==> config.mk <==
export PLATFORM = sky130hd
export DESIGN_NAME = regfile_microseq
export DESIGN_NICKNAME = d
export VERILOG_FILES = /design/src/rtl/regfile_microseq_pkg.sv /design/src/rtl/regfile_microseq_onehot.sv /design/src/rtl/regfile_microseq.sv
export SDC_FILE = /design/constraint.sdc
export NUM_CORES = 1
export LEC_CHECK = 0
export CORE_UTILIZATION = 47
export CTS_CLUSTER_SIZE = 12
export DETAILED_ROUTE_END_ITERATION = 8
export MAX_ROUTING_LAYER = met4
export PLACE_DENSITY = 0.79
export SYNTH_ARGS = -nofsm -noshare
export SYNTH_HDL_FRONTEND = slang
export SYNTH_SLANG_ARGS = --single-unit
==> constraint.sdc <==
create_clock -name CLK -period 2.3 [get_ports CLK]
set_input_delay 0.46 -clock CLK [delete_from_list [all_inputs] [get_ports CLK]]
set_output_delay 0.46 -clock CLK [all_outputs]
set_load 0.03 [all_outputs]
==> src/rtl/regfile_microseq_pkg.sv <==
// Shared types, opcode/FunSel encodings and decode helpers for the RegFile micro-sequencer.
package regfile_microseq_pkg;

    typedef enum logic [1:0] {
        StIdle,
        StRead,
        StExec,
        StDone
    } state_e;

    localparam logic [3:0] OpNop    = 4'd0;
    localparam logic [3:0] OpLdi    = 4'd1;
    localparam logic [3:0] OpInc    = 4'd2;
    localparam logic [3:0] OpDec    = 4'd3;
    localparam logic [3:0] OpClr    = 4'd4;
    localparam logic [3:0] OpMov    = 4'd5;
    localparam logic [3:0] OpClrAll = 4'd6;

    localparam logic [1:0] FunDec   = 2'b00;
    localparam logic [1:0] FunInc   = 2'b01;
    localparam logic [1:0] FunLoad  = 2'b10;
    localparam logic [1:0] FunClear = 2'b11;

    function automatic logic op_defined(input logic [3:0] op);
        return op <= OpClrAll;
    endfunction

    // Undefined opcodes fall through to DONE, same path as NOP.
    function automatic state_e accept_state(input logic [3:0] op);
        case (op)
            OpNop:                                   return StDone;
            OpMov:                                   return StRead;
            OpLdi, OpInc, OpDec, OpClr, OpClrAll:    return StExec;
            default:                                 return StDone;
        endcase
    endfunction

endpackage

==> src/rtl/regfile_microseq_onehot.sv <==
// 2->4 write-enable decoder; all_i forces every enable on (CLRALL).
module regfile_microseq_onehot (
    input  logic [1:0] sel_i,
    input  logic       all_i,
    output logic [3:0] onehot_o
);

    always_comb begin
        onehot_o = 4'b0000;
        if (all_i) begin
            onehot_o = 4'b1111;
        end else begin
            unique case (sel_i)
                2'd0: onehot_o = 4'b0001;
                2'd1: onehot_o = 4'b0010;
                2'd2: onehot_o = 4'b0100;
                2'd3: onehot_o = 4'b1000;
                default: onehot_o = 4'b0000;
            endcase
        end
    end

endmodule

==> src/rtl/regfile_microseq.sv <==
// Micro-op sequencer driving RegFile controls from one accepted instruction at a time.
// Optional: define MICROSEQ_ILLEGAL_TRAP_EN to flag undefined opcodes on a sticky illegal output.
module regfile_microseq
    import regfile_microseq_pkg::*;
#(
    parameter int unsigned W = 8
) (
    input  logic         CLK,
    input  logic         RST_N,
    input  logic         instr_valid,
    input  logic [W+7:0] instr,
    output logic         instr_ready,
    input  logic [W-1:0] rf_outa,
    output logic [3:0]   RegSel,
    output logic [1:0]   FunSel,
    output logic [1:0]   OutASel,
    output logic [1:0]   OutBSel,
    output logic [W-1:0] I,
    output logic         busy,
    output logic         done,
    output logic         illegal
);

    state_e       state_q;
    logic [W+7:0] ir_q;
    logic [3:0]   cnt_q;
    logic [W-1:0] mdata_q;

    logic [3:0]   in_op;
    logic [3:0]   op_q;
    logic [1:0]   rd_q;
    logic [1:0]   rs_q;
    logic [W-1:0] imm_q;
    logic [3:0]   wr_sel;

    assign in_op = instr[W+7:W+4];
    assign op_q  = ir_q[W+7:W+4];
    assign rd_q  = ir_q[W+3:W+2];
    assign rs_q  = ir_q[W+1:W];
    assign imm_q = ir_q[W-1:0];

`ifdef MICROSEQ_ILLEGAL_TRAP_EN
    logic illegal_q;
    assign illegal = illegal_q;
`else
    assign illegal = 1'b0;
`endif

    always_ff @(posedge CLK or negedge RST_N) begin
        if (!RST_N) begin
            state_q <= StIdle;
            ir_q    <= '0;
            cnt_q   <= '0;
            mdata_q <= '0;
`ifdef MICROSEQ_ILLEGAL_TRAP_EN
            illegal_q <= 1'b0;
`endif
        end else begin
            case (state_q)
                StIdle: begin
                    if (instr_valid) begin
                        ir_q    <= instr;
                        cnt_q   <= (in_op == OpInc || in_op == OpDec) ? instr[3:0] : 4'd0;
                        state_q <= accept_state(in_op);
`ifdef MICROSEQ_ILLEGAL_TRAP_EN
                        if (!op_defined(in_op)) illegal_q <= 1'b1;
`endif
                    end
                end
                StRead: begin
                    mdata_q <= rf_outa;
                    state_q <= StExec;
                end
                StExec: begin
                    if (cnt_q == 4'd0) state_q <= StDone;
                    else               cnt_q   <= cnt_q - 4'd1;
                end
                StDone:  state_q <= StIdle;
                default: state_q <= StIdle;
            endcase
        end
    end

    regfile_microseq_onehot u_onehot (
        .sel_i    (rd_q),
        .all_i    (op_q == OpClrAll),
        .onehot_o (wr_sel)
    );

    always_comb begin
        RegSel  = 4'b0000;
        FunSel  = FunDec;
        OutASel = 2'b00;
        OutBSel = 2'b00;
        I       = '0;
        case (state_q)
            StRead: begin
                OutASel = rs_q;
                OutBSel = rd_q;
            end
            StExec: begin
                RegSel  = wr_sel;
                OutBSel = rd_q;
                case (op_q)
                    OpInc:             FunSel = FunInc;
                    OpLdi, OpMov:      FunSel = FunLoad;
                    OpClr, OpClrAll:   FunSel = FunClear;
                    default:           FunSel = FunDec;
                endcase
                if (op_q == OpLdi)      I = imm_q;
                else if (op_q == OpMov) I = mdata_q;
            end
            default: ;
        endcase
    end

    assign instr_ready = (state_q == StIdle);
    assign busy        = (state_q != StIdle);
    assign done        = (state_q == StDone);

endmodule

Yosys cells after proc, flatten, opt, wreduce, memory -nomap -nowiden
Cells that the tools add are included.
{"block": "classes", "add_sub_neg": 1, "mul": 0, "div_mod_pow": 0, "magnitude_cmp": 0, "n_eq_ne": 20, "shifts": 0, "n_mux": 18, "bitwise": 0, "reduce_logical": 13}
{"op": "$eq 4x3->1 const B", "n": 6}
{"op": "$mux 8", "n": 3}
{"op": "$mux 4", "n": 5}
{"op": "$pmux 4 s4", "n": 1}
{"op": "$eq 4x2->1 const B", "n": 3}
{"op": "$mux 2", "n": 5}
{"op": "$eq 2x2->1 const B", "n": 4}
{"op": "$eq 4x1->1 const B", "n": 2}
{"op": "$pmux 2 s4", "n": 1}
{"op": "$pmux 4 s2", "n": 1}
{"op": "$ne 2x2->1 const B", "n": 3}
{"op": "$pmux 2 s3", "n": 1}
{"op": "$reduce_or 2->1", "n": 3}
{"op": "$reduce_or 5->1", "n": 1}
{"op": "$eq 2x1->1 const B", "n": 2}
{"op": "$logic_not 2->1", "n": 2}
{"op": "$logic_not 4->1", "n": 1}
{"op": "$pmux 2 s2", "n": 1}
{"op": "$reduce_and 2->1", "n": 2}
{"op": "$reduce_bool 2->1", "n": 2}
{"op": "$sub 4x1->4 const B", "n": 1}
{"op": "$reduce_and 3->1", "n": 1}
{"op": "$logic_or 1x1->1", "n": 1}
{"block": "totals", "reg_bits": 30, "latchBits": 0, "mem_bits_rw": 0, "mem_bits_ro": 0, "wordCells": 56, "n_memories": 0}

Longest topological paths before layout
{"block": "depth", "depth_word": 5, "depth_mapped": 6, "depth_no_buf": 5}

Hierarchy
A second synthesis with hierarchy kept.
{"block": "unflattened", "hier_cells": 146, "area_unflattened_um2": 1674.1}
{"module": "regfile_microseq", "instances": 1, "cells_per_inst": 141, "area_each_um2": 1639.1, "seq_area_each_um2": 750.7}
{"module": "regfile_microseq_onehot", "instances": 1, "cells_per_inst": 5, "area_each_um2": 35.0, "seq_area_each_um2": 0.0}

Worst setup path after synthesis
Ideal clock, no wire load.
{"block": "synth_path", "path_type": "register -> output", "from": "register state_q[0]", "to": "output FunSel[0]", "arrival_time_ps": 1687, "t_required_ps": 1840, "slack_ps": 153, "path_stages_with_launch": 6, "n_path_buf": 1, "path_cell_list": "dfrtp_1 > inv_1 > ha_1 > buf_2 > nand2b_1 > nor3_1"}
{"block": "synth_via", "elab_chain_len": 2}
{"element": "start, declared", "line_no": "regfile_microseq.sv:24", "text": "state_e state_q;"}
{"element": "start signal, assigned", "line_no": "regfile_microseq.sv:51", "text": "state_q <= StIdle;"}
{"element": "start signal, assigned", "line_no": "regfile_microseq.sv:64", "text": "state_q <= accept_state(in_op);"}
{"element": "start signal, assigned", "line_no": "regfile_microseq.sv:72", "text": "state_q <= StExec;"}
{"element": "$eq 2x2->1", "line_no": "regfile_microseq.sv:96", "text": "case (state_q)"}
{"element": "$mux 2", "line_no": "regfile_microseq.sv:96"}
{"element": "end, declared", "line_no": "regfile_microseq.sv:15", "text": "output logic [1:0] FunSel,"}
No other way between the ends.

Worst setup path after layout
{"block": "layout_path", "from": "register ir_q[13]", "to": "output I[1]"}
{"block": "layout_via", "elab_chain_len": 4}
{"element": "start, declared", "line_no": "regfile_microseq.sv:25", "text": "logic [W+7:0] ir_q;"}
{"element": "start signal, assigned", "line_no": "regfile_microseq.sv:62", "text": "ir_q <= instr;"}
{"element": "$eq 4x3->1", "line_no": "regfile_microseq.sv:111", "text": "else if (op_q == OpMov) I = mdata_q;"}
{"element": "$mux 8", "line_no": "regfile_microseq.sv:111"}
{"element": "$mux 8 *", "line_no": "regfile_microseq.sv:110", "text": "if (op_q == OpLdi) I = imm_q;"}
{"element": "$mux 8 *", "line_no": "regfile_microseq.sv:96"}
{"element": "end, declared", "line_no": "regfile_microseq.sv:18", "text": "output logic [W-1:0] I,"}
Every way passes the cells marked *; elsewhere a longest branch is shown, timed or not.

==> impl_results.rst <==
.. list-table::
   :header-rows: 1

   * - Metric
     - Value
   * - Clock buffers created by TritonCTS
     - 5
   * - Area added between synthesis and finish
     - 34.6%
   * - Routed via count divided by cell count
     - 5.38
   * - CTS clk-pin slew, worst paths
     - 0.10 ns
   * - Total area of multi-input combinational cells
     - 892 um^2
   * - Fin crit period
     - 2.18 ns
   * - Finished layout cell area
     - 2260 um^2
   * - Global router's overall resource usage
     - 22.6%
   * - Startpoint Class
     - flop
   * - CTS H-Tree Depth
     - 2
   * - Part of the total power dissipated in the clock network
     - 11.2%
   * - Cells after Synth
     - 144
   * - Die area
     - 3810 um^2
   * - Placement Cell Area
     - 2170 um^2
   * - Net switching power
     - 0.00122 W
   * - Pre-Repair DR Iteration Count
     - 4
   * - I/O pins
     - 49
   * - Depth of the most critical reg-to-reg path
     - 5
   * - DRC marker count from the first detailed-route iteration
     - 88
   * - Final routed wirelength across all metal layers
     - 3640 um
   * - Post-synth net total
     - 177
   * - Sequential Power Share
     - 34.7%
   * - Final hold slack
     - 0.506 ns
   * - Max-Cap Viols
     - 0
   * - Chip height
     - 61.7 um
   * - Final Slew Violations
     - 0
   * - Critical Path Start
     - ir_q[13]$_DFFE_PN0P_
   * - Via count of the routed design
     - 1,313
   * - Antenna diodes
     - 0
   * - Max Root-Sink Buffers
     - 2
   * - Worst R2R Setup Slack
     - 0.47 ns
   * - Leading cell types in the layout, fill and taps excluded
     - sky130_fd_sc_hd__dfrtp_1, sky130_fd_sc_hd__clkdlybuf4s50_1, sky130_fd_sc_hd__buf_4, sky130_fd_sc_hd__nor2b_1, sky130_fd_sc_hd__mux2_1
   * - Count of nets left with antenna violations after detail routing
     - 0
   * - Final-report hold violation count
     - 0
   * - Status
     - finished clean
   * - Ordered list of cells on the worst path
     - nor4bb_2 -> buf_4 -> a22oi_1 -> nor2b_1 -> buf_4
   * - Achievable clock frequency
     - 459 MHz
   * - Via count of the first global-routing pass
     - 1,246
   * - CTS root buffer
     - sky130_fd_sc_hd__clkbuf_4
   * - Half-perimeter wire length after detailed placement
     - 2690 um
   * - Post-route DRC
     - 0
   * - Critical-path top delay cell
     - sky130_fd_sc_hd__dfrtp_2
   * - Non-filler cells in the finished layout
     - 244
   * - Power density of the placed cells
     - 1310 nW/um^2
   * - Yosys warning count
     - 0
   * - Fin nets
     - 230
   * - Clock Skews
     - 0.00769 ns
   * - Clock sink count
     - 30
   * - Chip width
     - 61.7 um
   * - Internal power consumption
     - 0.00174 W
   * - Clock latency reported for the late side of the worst-skew pair
     - 0.33 ns
   * - Area occupied by registers
     - 754 um^2
   * - Core Box Area
     - 3390 um^2
   * - TritonCTS clock tree
     - done
   * - Number of hold buffers added after CTS
     - 0
   * - Post-synthesis sequential element count
     - 30
   * - CP required
     - 1.84 ns
   * - Filler cells
     - 266
   * - # placed instances
     - 235
   * - Cell type with the highest occurrence count on the critical path
     - sky130_fd_sc_hd__buf_4
   * - Average instance area after synthesis
     - 11.6 um^2
   * - CP endpoint kind
     - primary output
   * - Sw frac
     - 41.3%
   * - CP arrival
     - 1.72 ns
   * - Crit-path max cell delay
     - 0.47 ns
   * - Leak Pwr
     - 0.983 nW
   * - Kind of path behind the tightest hold check
     - in -> async
   * - Global-route wire length before repair
     - 5810 um
   * - PortBufs
     - 47
   * - Largest voltage drop on the vdd net
     - 0.000543 V
   * - Effective utilization at floorplan
     - 49.5%
   * - Critical R2R Capture
     - cnt_q[0]$_DFFE_PN0P_
   * - Fraction of final layout cells with drive strength greater than 1
     - 24.7%
   * - Gate power share
     - 54.1%
   * - Standard-cell rows
     - 21
   * - End point of the critical path
     - I[1]
   * - Type of the setup path with the least slack
     - reg -> out
   * - Post-synthesis sequential area ratio
     - 44.8%
   * - Largest net degree at the start of global routing
     - 31
   * - Global-route congestion overflow total
     - 0
   * - Final setup viols
     - 0
   * - GP Congestion
     - 0.764
   * - Initial antenna violation count
     - 0
   * - Library cells used by synthesis
     - 35
   * - Final period utilization
     - 94.8%
   * - Maximum fanout along the worst path
     - 8
   * - R2r startpoint
     - state_q[0]$_DFFE_PN0P_
   * - Routed wire per std cell
     - 14.9 um
   * - Synthesized area
     - 1680 um^2
-- kinds of logic (layout without fill, tap and decap cells) --
group           count (synthesis)  count (layout)  synth area share, %
simple gates                   46              46                 18.4
mux                            31              31                 20.7
flops                          30              30                 44.8
compound gates                 18              18                 8.21
buf+inv                        12              66                 3.13
fa+ha+maj                       6               6                 4.48
other cells                     1               1                0.224
-- worst max-delay path, delay by kind of cell, from the launching register on --
kind | cells | cell delay [ns]
DFF | 1 | 0.47
and+or+nand+nor | 2 | 0.46
buffers and inverters | 2 | 0.38
AOI/OAI and AO/OA | 1 | 0.07
-- Yosys cell counts --
cell	count	area, um^2
sky130_fd_sc_hd__a22oi_1	8	60.1
sky130_fd_sc_hd__nor4b_4	1	23.8
sky130_fd_sc_hd__dfrtp_1	30	751
sky130_fd_sc_hd__a21oi_1	3	15.0
sky130_fd_sc_hd__inv_2	1	3.75
sky130_fd_sc_hd__and4bb_1	1	12.5
sky130_fd_sc_hd__buf_2	3	15.0
sky130_fd_sc_hd__nor2b_1	14	87.6
sky130_fd_sc_hd__nor2_1	6	22.5
sky130_fd_sc_hd__nand3b_1	2	15.0
sky130_fd_sc_hd__nor3_1	2	10.0
sky130_fd_sc_hd__nor4bb_1	1	10.0
sky130_fd_sc_hd__a2bb2oi_2	1	15.0
sky130_fd_sc_hd__or3_1	1	6.26
sky130_fd_sc_hd__conb_1	1	3.75
sky130_fd_sc_hd__mux2_1	14	158
sky130_fd_sc_hd__o21a_1	3	22.5
sky130_fd_sc_hd__buf_4	1	7.51
sky130_fd_sc_hd__inv_1	5	18.8
sky130_fd_sc_hd__nor4b_2	1	15.0
sky130_fd_sc_hd__nand4_1	6	37.5
sky130_fd_sc_hd__or3b_1	1	8.76
sky130_fd_sc_hd__and2_1	4	25.0
sky130_fd_sc_hd__nand2_1	3	11.3
sky130_fd_sc_hd__clkbuf_1	2	7.51
sky130_fd_sc_hd__mux2i_1	4	40.0
sky130_fd_sc_hd__a31oi_1	1	6.26
sky130_fd_sc_hd__mux2_2	12	135
sky130_fd_sc_hd__ha_1	6	75.1
sky130_fd_sc_hd__mux2_4	1	15.0
sky130_fd_sc_hd__nand4bb_1	1	11.3
sky130_fd_sc_hd__a41o_1	1	10.0
sky130_fd_sc_hd__nand2_2	1	6.26
sky130_fd_sc_hd__nand2b_1	1	6.26
sky130_fd_sc_hd__a22o_1	1	8.76
-- per-stage QoR --
step / utilization (%) / power (W) / setup TNS [ns] / setup WS, ns
detailed placement: 64.0 / 0.00263 / 0 / 0.242
finish: 66.6 / 0.00296 / 0 / 0.121
floorplan: - / 0.00213 / 0 / 0.153
global placement: 64.0 / 0.00256 / 0 / 0.298
global route: 66.6 / 0.00319 / -0.0332 / -0.0242
CTS: 65.9 / 0.00294 / 0 / 0.0765
-- layer usage --
metal	routed length (um)	vias to the layer above	global-route usage, %
li1	-	626	-
met1	1650	628	29.3
met2	1720	54	33.6
met3	228	5	6.63
met4	51	0	8.25
met5	0	-	-
-- worst min path at each step --
stage                              startpoint                   end  slack (ns)
final                                   RST_N   ir_q[5]$_DFFE_PN0P_        0.51
after global routing      ir_q[8]$_DFFE_PN0P_   ir_q[8]$_DFFE_PN0P_        0.53
after CTS                               RST_N  ir_q[10]$_DFFE_PN0P_        0.51
after detailed placement  ir_q[5]$_DFFE_PN0P_   ir_q[5]$_DFFE_PN0P_        0.49
after global placement    ir_q[9]$_DFFE_PN0P_   ir_q[9]$_DFFE_PN0P_        0.47
after floorplan                         RST_N  cnt_q[0]$_DFFE_PN0P_        0.16
-- repair_timing --
item                       4_1_cts  5_1_grt
setup endpoints to repair       16        8
gates resized for setup          7        6
setup buffers                    1        0
pin swaps                        1        0
-- power by group through the flow --
stage | Sequential (W) | Clock (W) | Combinational, W
6_report | 0.00103 | 0.000332 | 0.00160
5_1_grt | 0.00107 | 0.000375 | 0.00175
4_1_cts | 0.00101 | 0.000342 | 0.00158
3_5_place_dp | 0.00103 | 0 | 0.00160
3_3_place_gp | 0.00101 | 0 | 0.00155
2_1_floorplan | 0.000957 | 0 | 0.00117
-- state kept, by name (all words and copies together), names as in the netlist --
name / flops
ir_q: 16
mdata_q: 8
cnt_q: 4
state_q: 2
-- layout make-up --
cell class | instances | area share, %
clock buffers | 7 | 2.44
clock inverters | 1 | 0.222
inverters | 6 | 0.998
multi-input cells | 102 | 39.5
flip-flops and latches | 30 | 33.4
well taps | 46 | 2.55
repair buffers | 52 | 20.8
(Power assumes the default switching activity.)
